**src/rtl/rf_arb_pkg.sv**
```systemverilog
// rf_arb_pkg: shared widths and round-robin helper for register file port arbiters
package rf_arb_pkg;
  localparam int REG_AW = 5;
  localparam int REG_DW = 32;
  localparam int NUM_REGS = 32;
  localparam int DEF_NREQ = 2;
  function automatic int unsigned rr_next(input int unsigned ptr, input int unsigned g,
                                          input logic hit, input int unsigned n = DEF_NREQ);
    return hit ? (g + 1) % n : ptr;
  endfunction
endpackage

```
**src/rtl/rf_write_arbiter_if.sv**
```systemverilog
// rf_write_arbiter_if: writeback request bus and register file write port
interface rf_write_arbiter_if #(
  parameter int NREQ = 2,
  parameter int AW = 5,
  parameter int DW = 32
);
  logic [NREQ-1:0] req_valid;
  logic [NREQ-1:0] req_ready;
  logic [NREQ*AW-1:0] req_addr;
  logic [NREQ*DW-1:0] req_data;
  logic rf_we;
  logic [AW-1:0] rf_wa;
  logic [DW-1:0] rf_wdata;
  modport master(output req_valid, req_addr, req_data, input req_ready, rf_we, rf_wa, rf_wdata);
  modport slave(input req_valid, req_addr, req_data, output req_ready, rf_we, rf_wa, rf_wdata);
endinterface

```
**src/rtl/rr_pick.sv**
```systemverilog
// rr_pick: combinational round-robin pick of the first valid bit at or after ptr
module rr_pick #(
  parameter int N = 2,
  parameter int PW = 1
)(
  input  logic [N-1:0]  valid,
  input  logic [PW-1:0] ptr,
  output logic [N-1:0]  grant,
  output logic [PW-1:0] idx
);
  logic [PW-1:0] pos [N];
  for (genvar i = 0; i < N; i++) begin : g_pos
    assign pos[i] = PW'((int'(ptr) + i) % N);
  end
  // scan from lowest priority up so the highest-priority hit is written last
  always_comb begin
    grant = '0;
    idx = '0;
    for (int k = N - 1; k >= 0; k--)
      if (valid[pos[k]]) begin
        grant = '0;
        grant[pos[k]] = 1'b1;
        idx = pos[k];
      end
  end
endmodule

```
**src/rtl/rf_write_arbiter.sv**
```systemverilog
// rf_write_arbiter: round-robin sharing of the register file write port, with a committed-write counter
module rf_write_arbiter import rf_arb_pkg::*; #(
  parameter int NREQ = DEF_NREQ,
  parameter int AW = REG_AW,
  parameter int DW = REG_DW,
  parameter int CW = 16
)(
  input  logic clk,
  input  logic reset,
  input  logic hold,
  rf_write_arbiter_if.slave bus,
  output logic [CW-1:0] wr_count
);
  localparam int PW = NREQ > 1 ? $clog2(NREQ) : 1;
  logic [NREQ-1:0] grant;
  logic [PW-1:0] idx, ptr;
  logic fire;
  logic [AW-1:0] addr [NREQ];
  logic [DW-1:0] data [NREQ];
  for (genvar i = 0; i < NREQ; i++) begin : g_unpack
    assign addr[i] = bus.req_addr[i*AW +: AW];
    assign data[i] = bus.req_data[i*DW +: DW];
  end
  rr_pick #(.N(NREQ), .PW(PW)) u_pick (
    .valid(bus.req_valid),
    .ptr(ptr),
    .grant(grant),
    .idx(idx)
  );
  assign bus.req_ready = (reset || hold) ? '0 : grant;
  assign fire = |bus.req_ready;
  // x0 writes are consumed and still advance ptr, but never raise rf_we
  always_ff @(posedge clk)
    if (reset) begin
      ptr <= '0;
      bus.rf_we <= 1'b0;
      bus.rf_wa <= '0;
      bus.rf_wdata <= '0;
      wr_count <= '0;
    end else begin
      ptr <= PW'(rr_next(int'(ptr), int'(idx), fire, NREQ));
      bus.rf_we <= fire && addr[idx] != '0;
      bus.rf_wa <= fire ? addr[idx] : bus.rf_wa;
      bus.rf_wdata <= fire ? data[idx] : bus.rf_wdata;
      wr_count <= wr_count + CW'(bus.rf_we);
    end
endmodule

```
**src/flat_wrapper.sv**
```systemverilog
// flat-port wrapper written by rule: the top's interface ports become plain ports
module rf_write_arbiter_flat import rf_arb_pkg::*;
#(
  parameter int NREQ = DEF_NREQ,
  parameter int AW = REG_AW,
  parameter int DW = REG_DW,
  parameter int CW = 16
)
  (clk, reset, hold, wr_count, bus_req_valid, bus_req_addr, bus_req_data, bus_req_ready, bus_rf_we, bus_rf_wa, bus_rf_wdata);
  rf_write_arbiter_if #(.NREQ(NREQ), .AW(AW), .DW(DW)) bus_i ();
  input  logic clk;
  input  logic reset;
  input  logic hold;
  output logic [CW-1:0] wr_count;
  input wire logic [$bits(bus_i.req_valid)-1:0] bus_req_valid;
  input wire logic [$bits(bus_i.req_addr)-1:0] bus_req_addr;
  input wire logic [$bits(bus_i.req_data)-1:0] bus_req_data;
  output wire logic [$bits(bus_i.req_ready)-1:0] bus_req_ready;
  output wire logic [$bits(bus_i.rf_we)-1:0] bus_rf_we;
  output wire logic [$bits(bus_i.rf_wa)-1:0] bus_rf_wa;
  output wire logic [$bits(bus_i.rf_wdata)-1:0] bus_rf_wdata;
  assign bus_i.req_valid = bus_req_valid;
  assign bus_i.req_addr = bus_req_addr;
  assign bus_i.req_data = bus_req_data;
  assign bus_req_ready = bus_i.req_ready;
  assign bus_rf_we = bus_i.rf_we;
  assign bus_rf_wa = bus_i.rf_wa;
  assign bus_rf_wdata = bus_i.rf_wdata;
  rf_write_arbiter #(.NREQ(NREQ), .AW(AW), .DW(DW), .CW(CW)) u_core (.clk(clk), .reset(reset), .hold(hold), .bus(bus_i), .wr_count(wr_count));
endmodule
```
**config.mk**
```make
export PLATFORM = sky130hd
export DESIGN_NAME = rf_write_arbiter_flat
export DESIGN_NICKNAME = d
export VERILOG_FILES = /design/src/rtl/rf_arb_pkg.sv /design/src/rtl/rf_write_arbiter_if.sv /design/src/rtl/rr_pick.sv /design/src/rtl/rf_write_arbiter.sv /design/src/flat_wrapper.sv
export SDC_FILE = /design/constraint.sdc
export NUM_CORES = 1
export LEC_CHECK = 0
export BUFFER_PORTS_ARGS = -buffer_cell sky130_fd_sc_hd__clkbuf_2
export CAP_MARGIN = 20
export CELL_PAD_IN_SITES_DETAIL_PLACEMENT = 2
export CELL_PAD_IN_SITES_GLOBAL_PLACEMENT = 2
export CORE_MARGIN = 2
export CORE_UTILIZATION = 27
export CTS_CLUSTER_DIAMETER = 60
export CTS_CLUSTER_SIZE = 40
export DETAILED_ROUTE_END_ITERATION = 16
export PLACE_DENSITY = 0.95
export SYNTH_ARGS = -nofsm -noshare
export SYNTH_HDL_FRONTEND = slang
export SYNTH_SLANG_ARGS = --single-unit
export TNS_END_PERCENT = 10
```
**constraint.sdc**
```tcl
create_clock -name clk -period 2.64 [get_ports clk]
set_input_delay 0.264 -clock clk [delete_from_list [all_inputs] [get_ports clk]]
set_output_delay 0.264 -clock clk [all_outputs]
set_load 0.05 [all_outputs]
```
After elaboration in Yosys (flattened, before gate mapping)
Index checks and enable logic that the tools add are counted.
- flip-flop bits (word level): 55
- output and inout bits: 56
- word-level logic and storage cells: 39
- add/subtract/negate cells: 3
- $lt $le $gt $ge: 5
- multiplexer cells: 19
- bitwise operators: 1
- reduce and logical (&&, ||, !) cells: 6
- operators by type and width (operator ; number):
    2-to-1 mux 32 bit ; 3
    adder 16 x 1 -> 16 bit ; 1
    2-to-1 mux 5 bit ; 3
    2-to-1 mux 1 bit ; 8
    2-to-1 mux 2 bit ; 3
    nonzero test 5 bit ; 1
    less-than comparator 1 x 2 -> 1 bit (second input constant) ; 2
    logical AND 1 bit ; 3
    adder 1 bit (second input constant) ; 2
    demux 1 bit (select 1 bit) ; 2
    greater-or-equal comparator 1 bit (second input constant) ; 2
    greater-or-equal comparator 2 bit (second input constant) ; 1
    inverter 1 -> 2 bit ; 1
    OR reduction 2 bit ; 1
    logical OR 1 bit ; 1

Longest topological paths before layout
Gate-level depths: netlist (run 1).
- word-level depth: 11
- mapped depth: 5

By module
A second synthesis (run 1) with hierarchy kept.
- cells, all modules: 270
- area total of the unflattened synthesis: 2565.0 um^2
- by module, submodules not included (module ; instances ; cells each ; area an instance (um^2) ; sequential area each (um^2)):
    rf_write_arbiter ; 1 ; 266 ; 2538.7 ; 1101.1
    rr_pick ; 1 ; 4 ; 26.3 ; 0.0

Worst setup path after synthesis (run 1)
Ideal clock, no wire load.
- kind: reg-to-output
- start: register u_core.ptr
- end: output port bus_req_ready[1]
- arrival time: 1.767 ns
- slack: 0.609 ns
- cell stages (with the launch flop): 5
- cells stage by stage: dfxtp_1 nor2b_4 buf_2 nand2b_1 nor3_1
- cells in the longest elaborated chain, start to end: 8
- elaborated cells between the ends (all ways): 18
- those cells by class: add/sub (1); order compare (4); mux (11); reduce/logical (2)
- RTL lines (element ; line ; RTL):
    start: declaration ; rf_write_arbiter.sv:16 ; logic [PW-1:0] idx, ptr;
    start signal: assignment ; rf_write_arbiter.sv:41 ; ptr <= PW'(rr_next(int'(ptr), int'(idx), fire, NREQ));
    adder 1 bit ; rr_pick.sv:13 ; assign pos[i] = PW'((int'(ptr) + i) % N);
    less-than comparator 1 x 2 -> 1 bit (implied by the code) / greater-or-equal comparator 1 bit (equally long branches) ; rr_pick.sv:22 ; grant[pos[k]] = 1'b1;
    logical AND 1 bit (implied by the code) ; rr_pick.sv:22 ;
    2-to-1 mux 1 bit (implied by the code) ; rr_pick.sv:22 ;
    demux 1 bit (select 1 bit) ; rr_pick.sv:22 ;
    2-to-1 mux 2 bit ; rr_pick.sv:20 ; if (valid[pos[k]]) begin
    2-to-1 mux 2 bit (*) ; rr_pick.sv:20 ;
    2-to-1 mux 2 bit (*) ; rf_write_arbiter.sv:30 ; assign bus.req_ready = (reset || hold) ? '0 : grant;
    end: declaration ; flat_wrapper.sv:18 ; output wire logic [$bits(bus_i.req_ready)-1:0] bus_req_ready;
Mark *: on every way between the ends. The rest lies on a longest branch, timed or not. The select of a mux whose other input is x is not followed.

Final worst setup path (run 1)
- start: register u_core.ptr
- end: register u_core.bus.rf_wa[2]
- cells in the longest elaborated chain, start to end: 9
- elaborated cells between the ends (all ways): 25
- those cells by class: add/sub (1); order compare (4); mux (16); bitwise (1); reduce/logical (3)
- RTL lines (element ; line ; RTL):
    adder 1 bit ; rr_pick.sv:13 ;
    less-than comparator 1 x 2 -> 1 bit (implied by the code), or another cell as far along ; rr_pick.sv:22 ;
    logical AND 1 bit (implied by the code) / 2-to-1 mux 1 bit (equally long branches) ; rr_pick.sv:22, rr_pick.sv:20 ;
    2-to-1 mux 1 bit (on tied branches) ; rr_pick.sv:22, rr_pick.sv:20 ;
    demux 1 bit (select 1 bit) / 2-to-1 mux 1 bit (equally long branches) ; rr_pick.sv:22, rr_pick.sv:20 ;
    2-to-1 mux 2 bit / inverter 1 -> 2 bit (equally long branches) ; rr_pick.sv:20, rf_write_arbiter.sv:43 ;
    2-to-1 mux 2 bit / 2-to-1 mux 5 bit (equally long branches) ; rr_pick.sv:20, rf_write_arbiter.sv:43 ;
    2-to-1 mux 2 bit / 2-to-1 mux 5 bit (equally long branches) ; rf_write_arbiter.sv:30, rf_write_arbiter.sv:43 ;
    OR reduction 2 bit / 2-to-1 mux 5 bit (equally long branches) ; rf_write_arbiter.sv:31, rf_write_arbiter.sv:43 ;
    end signal: assignment ; rf_write_arbiter.sv:43 ; bus.rf_wa <= fire ? addr[idx] : bus.rf_wa;
    end: declaration ; rf_write_arbiter_if.sv:15 ; modport slave(input req_valid, req_addr, req_data, output req_ready, rf_we, rf_wa, rf_wdata);
Several ways; a longest one is shown, not always the timed one. The select of a mux whose other input is x is not followed.
A chain may end at the register's enable or synchronous reset.

==> run_results.csv, run 1 <==
group,metric,value,unit
grt,grt.total_usage,19.3,%
critical_path,start_kind,"flip-flop",
routing,vias,3058,
yosys,synth_top_area_share,40.2,%
routing,wl_per_cell,18.6,um
yosys,ys_warn_count,0,
sta,min_period_over_period,72.6,%
sta,holdWs,0.222,ns
yosys,netlist_area,0.00274,mm^2
sta,max_freq,0.522,GHz
routing,dr.first_iter.drc_count,84,
final_layout,fin_util,36.6,%
clocking,cts_made_buffers,5,
yosys,async_flop_share,0,%
yosys,ys.flop_type,"dfxtp_1",
yosys,seq_area_frac_synth,40.2,%
floorplan,start_util,27.9,%
min_path,worstHoldStart,"bus_req_data[37]",
sta,rsz0062_at_grt,"no",
floorplan,num_io_pins,135,
grt,grt.overflow.total,0,
floorplan,core,0.00982,mm^2
sta,fin_crit,1.92,ns
final_layout,layout-drive-gt1-share,36.1,%
final_layout,syn_to_final_growth,31.1,%
clocking,cts_hold_buffers,0,
sta,finalSetupTns,0,ns
grt,grt_pass1_vias,3281,
yosys,yosysTopAreaCell,"dfxtp_1",
placement,pre_cts_ws,0.768,ns
sta,hold_violations,0,
critical_path,cpLargestDelayFamily,"compound AO/OA/AOI/OAI gates",
critical_path,required,2.82,ns
placement,dp_hpwl,7760,um
placement,routabilityCongestion,0.754,
clocking,h-tree-depth,2,
floorplan,fp.dieW,105,um
power,p_total,1.91,mW
power,vdd_drop_max,0.000178,V
sta,fin_worst_skew,0.00538,ns
placement,io_buffer_count,134,
sta,maxSlewViolCount,0,
floorplan,dieHeight,105,um
floorplan,core.rowCount,36,
sta,finalSetupViolCount,0,
critical_path,cp_data_arrival_time,2.10,ns
sta,setup_slack,0.724,ns
routing,routed_wl,10500,um
routing,route.detailed.drc,0,
final_layout,finalInstanceArea,0.00359,mm^2
critical_path,path_cells,"nor2b_4 > buf_4 > o21ai_0 > a311oi_1",
clocking,cts.sinks,55,
critical_path,critPathKind,"flip-flop to flip-flop",
critical_path,cp_slowest_stage_delay,0.46,ns
placement,placed_area,0.00349,mm^2
final_layout,nets,513,
final_layout,antennaDiodeCount,0,
power,cellPowerDensity,531,mW/mm^2
yosys,synth_area_per_cell,8.62,um^2
grt,antenna_found_initial,0,
grt,grt_max_degree,57,
clocking,cts_setup_buffers,0,
critical_path,critPathCaptureType,"flip-flop",
job,cap_viol_max_count,0,
critical_path,slowest_stage,"buf_4",
yosys,syn-num-nets,399,
yosys,netlist_instances,318,
placement,dpl.cell_count,558,
clocking,ctsRootBufferMaster,"clkbuf_8",
min_path,hp-class,"input pin to flip-flop",
critical_path,critPathMaxFanout,56,
run_status,status,"finished, final reports clean",
floorplan,die_area,0.0110,mm^2
grt,grt_pass1_wl,17200,um
clocking,cts_tree,"built",
critical_path,path_buf_inv,1,
routing,ant_nets,0,
yosys,synth_area_leaders,"dfxtp_1, a311oi_1, nand3b_1, a21oi_1, o21ai_0",
routing,dr.pass1.iters,4,
yosys,synth_edf_count,0,
critical_path,r2r_setup_slack,0.72,ns
sta,worst_pin_slew,0.588,ns
power,power.leakage,1.44,nW
routing,avgViaCountPerCell,5.41,
clocking,cts-resized-gates,0,
sta,slew_headroom,60.7,%
clocking,clock_latency,0.30,ns
clocking,cts_buffer_depth,2,
yosys,ys_ff_latch,55,
yosys,ys_types,36,
critical_path,rr_startpoint,"u_core.ptr",
final_layout,instances_no_fill,565,
clocking,clk_pin_slew,0.10,ns
critical_path,startpoint,"u_core.ptr",
-- final cells by class --
cell class              count  area (um^2)
fillers                  1173         6230
clock inverters             1         30.0
well taps                 133          166
clock buffers               6         72.6
repair buffers            142          731
multi-input cells         225         1480
flip-flops and latches     55         1100
inverters                   3         11.3
-- power breakdown --
part | switching (mW) | internal (mW) | leakage [nW] | total, mW
Clock | 0.277 | 0.279 | 0.0513 | 0.556
Sequential | 0.0256 | 0.870 | 0.450 | 0.896
Combinational | 0.315 | 0.142 | 0.940 | 0.457
-- cell families after synthesis --
kind of cell | count (synthesis) | synth area share [%]
adders and majority gates | 2 | 0.913
DFF | 55 | 40.2
muxes | 5 | 2.05
and+or+nand+nor | 89 | 21.1
AOI/OAI and AO/OA | 126 | 28.8
buffers and inverters | 38 | 6.03
xor gates and xnor gates | 3 | 0.959
-- placed cells by master (no fill, tap or decap), types with 2 or more instances in the layout --
cell / instances
mux2_2: 3
a21oi_1: 43
nand3b_1: 37
o21ai_0: 39
nand4_1: 4
nor2b_1: 8
dfxtp_1: 55
nand3_1: 5
nor4_1: 5
mux2_1: 2
inv_1: 2
ha_1: 2
or4_1: 5
nand2_1: 4
clkbuf_2: 134
nor2_1: 10
buf_4: 8
a311oi_1: 37
o31ai_1: 4
xor2_1: 2
clkbuf_8: 5
nor3_1: 2
-- worst min-delay path: cells and delay by family --
| family | cells | cell delay (ns) |
|---|---|---|
| buffers and inverters | 1 | 0.08 |
| and+or+nand+nor | 1 | 0.06 |
| AOI/OAI and AO/OA | 1 | 0.08 |
-- final timing paths --
check                           end  depth (start not counted)
min          u_core.bus.rf_wdata[5]                          3
max reg2reg     u_core.bus.rf_wa[2]                          4
max             u_core.bus.rf_wa[2]                          4
min reg2reg  u_core.bus.rf_wdata[8]                          2
-- layer usage --
| layer | GRT usage [%] | vias up | part of all wire (%) |
|---|---|---|---|
| met1 | 22.8 | 1490 | 43 |
| met3 | 3.93 | 14 | 4.7 |
| li1 | - | 1445 | - |
| met4 | 5.24 | 0 | 1.5 |
| met2 | 35.1 | 109 | 51 |
| met5 | 0 | - | 0 |
-- flip-flops by register name, indices dropped and copies added, names as in the netlist --
| register | cells |
|---|---|
| u_core.wr_count | 16 |
| u_core.bus.rf_wa | 5 |
| u_core.bus.rf_we | 1 |
| u_core.bus.rf_wdata | 32 |
| u_core.ptr | 1 |
-- synthesized netlist by cell type (all sizes together), types with 3 or more instances --
master / instances
dfxtp: 55
a21oi: 43
o21ai: 39
a311oi: 37
nand3b: 37
clkbuf: 18
buf: 17
nor2: 11
nor2b: 9
mux2: 5
nand3: 5
nand4: 5
nor4: 5
or4: 5
nand2: 4
o31ai: 4
inv: 3
Note: power is estimated with default switching activity, not from simulation.
==> run 2, diff against run 1 <==
--- a/config.mk
+++ b/config.mk
@@ -5,16 +5,17 @@
 export SDC_FILE = /design/constraint.sdc
 export NUM_CORES = 1
 export LEC_CHECK = 0
+export ABC_AREA = 1
 export BUFFER_PORTS_ARGS = -buffer_cell sky130_fd_sc_hd__clkbuf_2
 export CAP_MARGIN = 20
 export CELL_PAD_IN_SITES_DETAIL_PLACEMENT = 2
 export CELL_PAD_IN_SITES_GLOBAL_PLACEMENT = 2
 export CORE_MARGIN = 2
-export CORE_UTILIZATION = 27
+export CORE_UTILIZATION = 20
 export CTS_CLUSTER_DIAMETER = 60
 export CTS_CLUSTER_SIZE = 40
 export DETAILED_ROUTE_END_ITERATION = 16
-export PLACE_DENSITY = 0.95
+export PLACE_DENSITY = 0.86
 export SYNTH_ARGS = -nofsm -noshare
 export SYNTH_HDL_FRONTEND = slang
 export SYNTH_SLANG_ARGS = --single-unit
==> constraint.sdc (replaced) <==
create_clock -name clk -period 1.7 [get_ports clk]
set_input_delay 0.17 -clock clk [delete_from_list [all_inputs] [get_ports clk]]
set_output_delay 0.17 -clock clk [all_outputs]
set_load 0.05 [all_outputs]
==> run 2 against run 1 <==
Critical path depth unchanged. Synthesized cell count up 27%. Flip-flop and latch count unchanged. Worst setup slack worse by 0.66 ns. Utilization down 8.8 points. First-iteration DRC count down 21%. Clock-buffer cell count unchanged. Largest cell class unchanged. Largest power group unchanged. Highest routed layer unchanged.
==> run_results.csv, run 2 <==
group,metric,value,unit
clocking,cts_tree,"built",
yosys,ys_ff_latch,55,
grt,grt_max_degree,46,
final_layout,layout_common_cells,"clkbuf_2, nand2_1, nor2_1",
yosys,syn-num-nets,485,
sta,fin_crit,1.63,ns
critical_path,worst-r2r-cell-count,9,
sta,max_freq,0.613,GHz
yosys,ys.flop_type,"dfxtp_1",
sta,rsz0062_at_grt,"no",
sta,finalSetupTns,0,ns
routing,dr.first_iter.drc_count,66,
grt,grt.total_usage,14.8,%
final_layout,layout-drive-gt1-share,30.8,%
placement,io_buffer_count,134,
yosys,synth_top_area_share,40.6,%
sta,holdWs,0.198,ns
yosys,async_flop_share,0,%
final_layout,top_regs,"u_core.bus.rf_wdata x32, u_core.wr_count x16, u_core.bus.rf_wa x5",
grt,grt.overflow.total,0,
critical_path,start_kind,"flip-flop",
routing,ant_nets,0,
critical_path,critPathCaptureType,"primary output",
yosys,synth_area_leaders,"dfxtp_1, nand2_1, nor2_1, nand3_1, o21ai_0",
min_path,hp-class,"input pin to flip-flop",
floorplan,core.rowCount,42,
power,vdd_drop_max,0.000373,V
yosys,netlist_area,0.00271,mm^2
routing,avgViaCountPerCell,4.40,
final_layout,antennaDiodeCount,0,
power,power.leakage,1.94,nW
power,p_total,3.20,mW
critical_path,required,1.53,ns
sta,worst_pin_slew,0.461,ns
final_layout,nets,613,
clocking,h-tree-depth,2,
grt,grt_pass1_wl,17000,um
routing,route.detailed.drc,0,
critical_path,cp_data_arrival_time,1.46,ns
clocking,cts.sinks,55,
critical_path,critPathMaxFanout,16,
final_layout,final_common_cell,"clkbuf_2",
sta,maxSlewViolCount,0,
placement,routabilityCongestion,0.815,
min_path,hold_path_depth,5,
power,cellPowerDensity,867,mW/mm^2
critical_path,critPathKind,"flip-flop to primary output",
clocking,clk_pin_slew,0.07,ns
job,cap_viol_max_count,0,
final_layout,regMostFlops,"u_core.bus.rf_wdata",
floorplan,dieHeight,120,um
sta,min_period_over_period,96.0,%
floorplan,num_io_pins,135,
routing,vias,3122,
yosys,synth_edf_count,0,
final_layout,syn_to_final_growth,36.1,%
clocking,cts_hold_buffers,0,
routing,routed_wl,10600,um
yosys,yosysMostFrequentCell,"nand2_1",
clocking,clock_latency,0.30,ns
grt,antenna_found_initial,0,
yosys,seq_area_frac_synth,40.6,%
sta,finalSetupViolCount,0,
run_status,status,"finished, final reports clean",
sta,slew_headroom,69.1,%
clocking,cts_made_buffers,5,
final_layout,fin_util,27.8,%
yosys,ys_top_cells_by_count,"nand2_1, nor2_1, dfxtp_1",
final_layout,largest_reg_flops,32,
yosys,synth_area_per_cell,6.71,um^2
sta,fin_worst_skew,0.00718,ns
routing,dr.pass1.iters,4,
yosys,netlist_instances,404,
floorplan,die_area,0.0145,mm^2
sta,hold_violations,0,
yosys,yosysTopAreaCell,"dfxtp_1",
grt,grt_pass1_vias,3414,
final_layout,n_fill_cell,1655,
placement,dp_hpwl,8480,um
floorplan,fp.dieW,120,um
clocking,cts_buffer_depth,2,
floorplan,start_util,20.5,%
yosys,ys_types,25,
floorplan,core,0.0132,mm^2
yosys,ys_warn_count,0,
clocking,ctsRootBufferMaster,"clkbuf_16",
routing,wl_per_cell,14.9,um
## run 2: cell count changes in the layout (fill, tap and decap cells not counted), sizes merged, moves of 21 or more
cell and delta:
a21oi -31, a311oi -37, inv +21, nand2 +98, nand3 +41, nand3b -36, nor2 +78
## run 2: power breakdown
group	leakage, nW	internal [mW]	switching, mW
clock network	0.0669	0.546	0.484
registers	0.450	1.36	0.0430
logic	1.42	0.218	0.545
## run 2: timing repair
item / CTS / global route
buffers inserted: 0 / 1
gates resized for setup: 1 / 5
setup endpoints to repair: 1 / 4
gates cloned: 0 / 0
pin swaps: 0 / 2
## run 2: path summary, 6_finish.rpt
kind                  startpoint                       to  slack (ns)
min             bus_req_data[43]  u_core.bus.rf_wdata[11]        0.20
max                   u_core.ptr         bus_req_ready[0]        0.07
max reg2reg     u_core.bus.rf_we      u_core.wr_count[14]        0.15
min reg2reg  u_core.wr_count[13]      u_core.wr_count[13]        0.49
## run 2: cell type report
type	instances	area (um^2)	share of cell area [%]
clock buffers	6	129	3.50
clock inverters	2	12.5	0.339
inverters	24	92.6	2.51
multi-input cells	303	1380	37.4
flip-flops and latches	55	1100	29.9
well taps	176	220	5.97
repair buffers	143	751	20.4
## run 2: cells by family after synthesis
kind of cell | after synthesis | share of synthesized area [%]
and+or+nand+nor | 242 | 37.9
AOI/OAI and AO/OA | 58 | 11.1
DFF | 55 | 40.6
buffers and inverters | 46 | 9.10
adders and majority gates | 2 | 0.924
xor gates and xnor gates | 1 | 0.323
## run 2: stage by stage
stage / setup WS (ns) / instance area, um^2 / cells
final: 0.0683 / 3690 / 709
after global placement: 0.123 / 3520 / 700
after floorplan: 0.0495 / 2710 / 404
after detailed placement: -0.00511 / 3520 / 700
after global routing: 0.00787 / 3690 / 709
after CTS: 0.0318 / 3670 / 708
## run 2: critical path, cell delays in order, from the launching register on
cell and delay [ns]:
dfxtp_1 0.34, nand2_4 0.17, nand3_2 0.17, inv_1 0.19
buf_2 0.29
## run 2: layer usage
metal / vias up / GRT usage (%) / part of all wire, %
li1: 1543 / - / -
met1: 1495 / 16.8 / 42
met2: 74 / 27.6 / 52
met3: 10 / 3.07 / 4.1
met4: 0 / 4.36 / 2.0
met5: - / 0 / 0
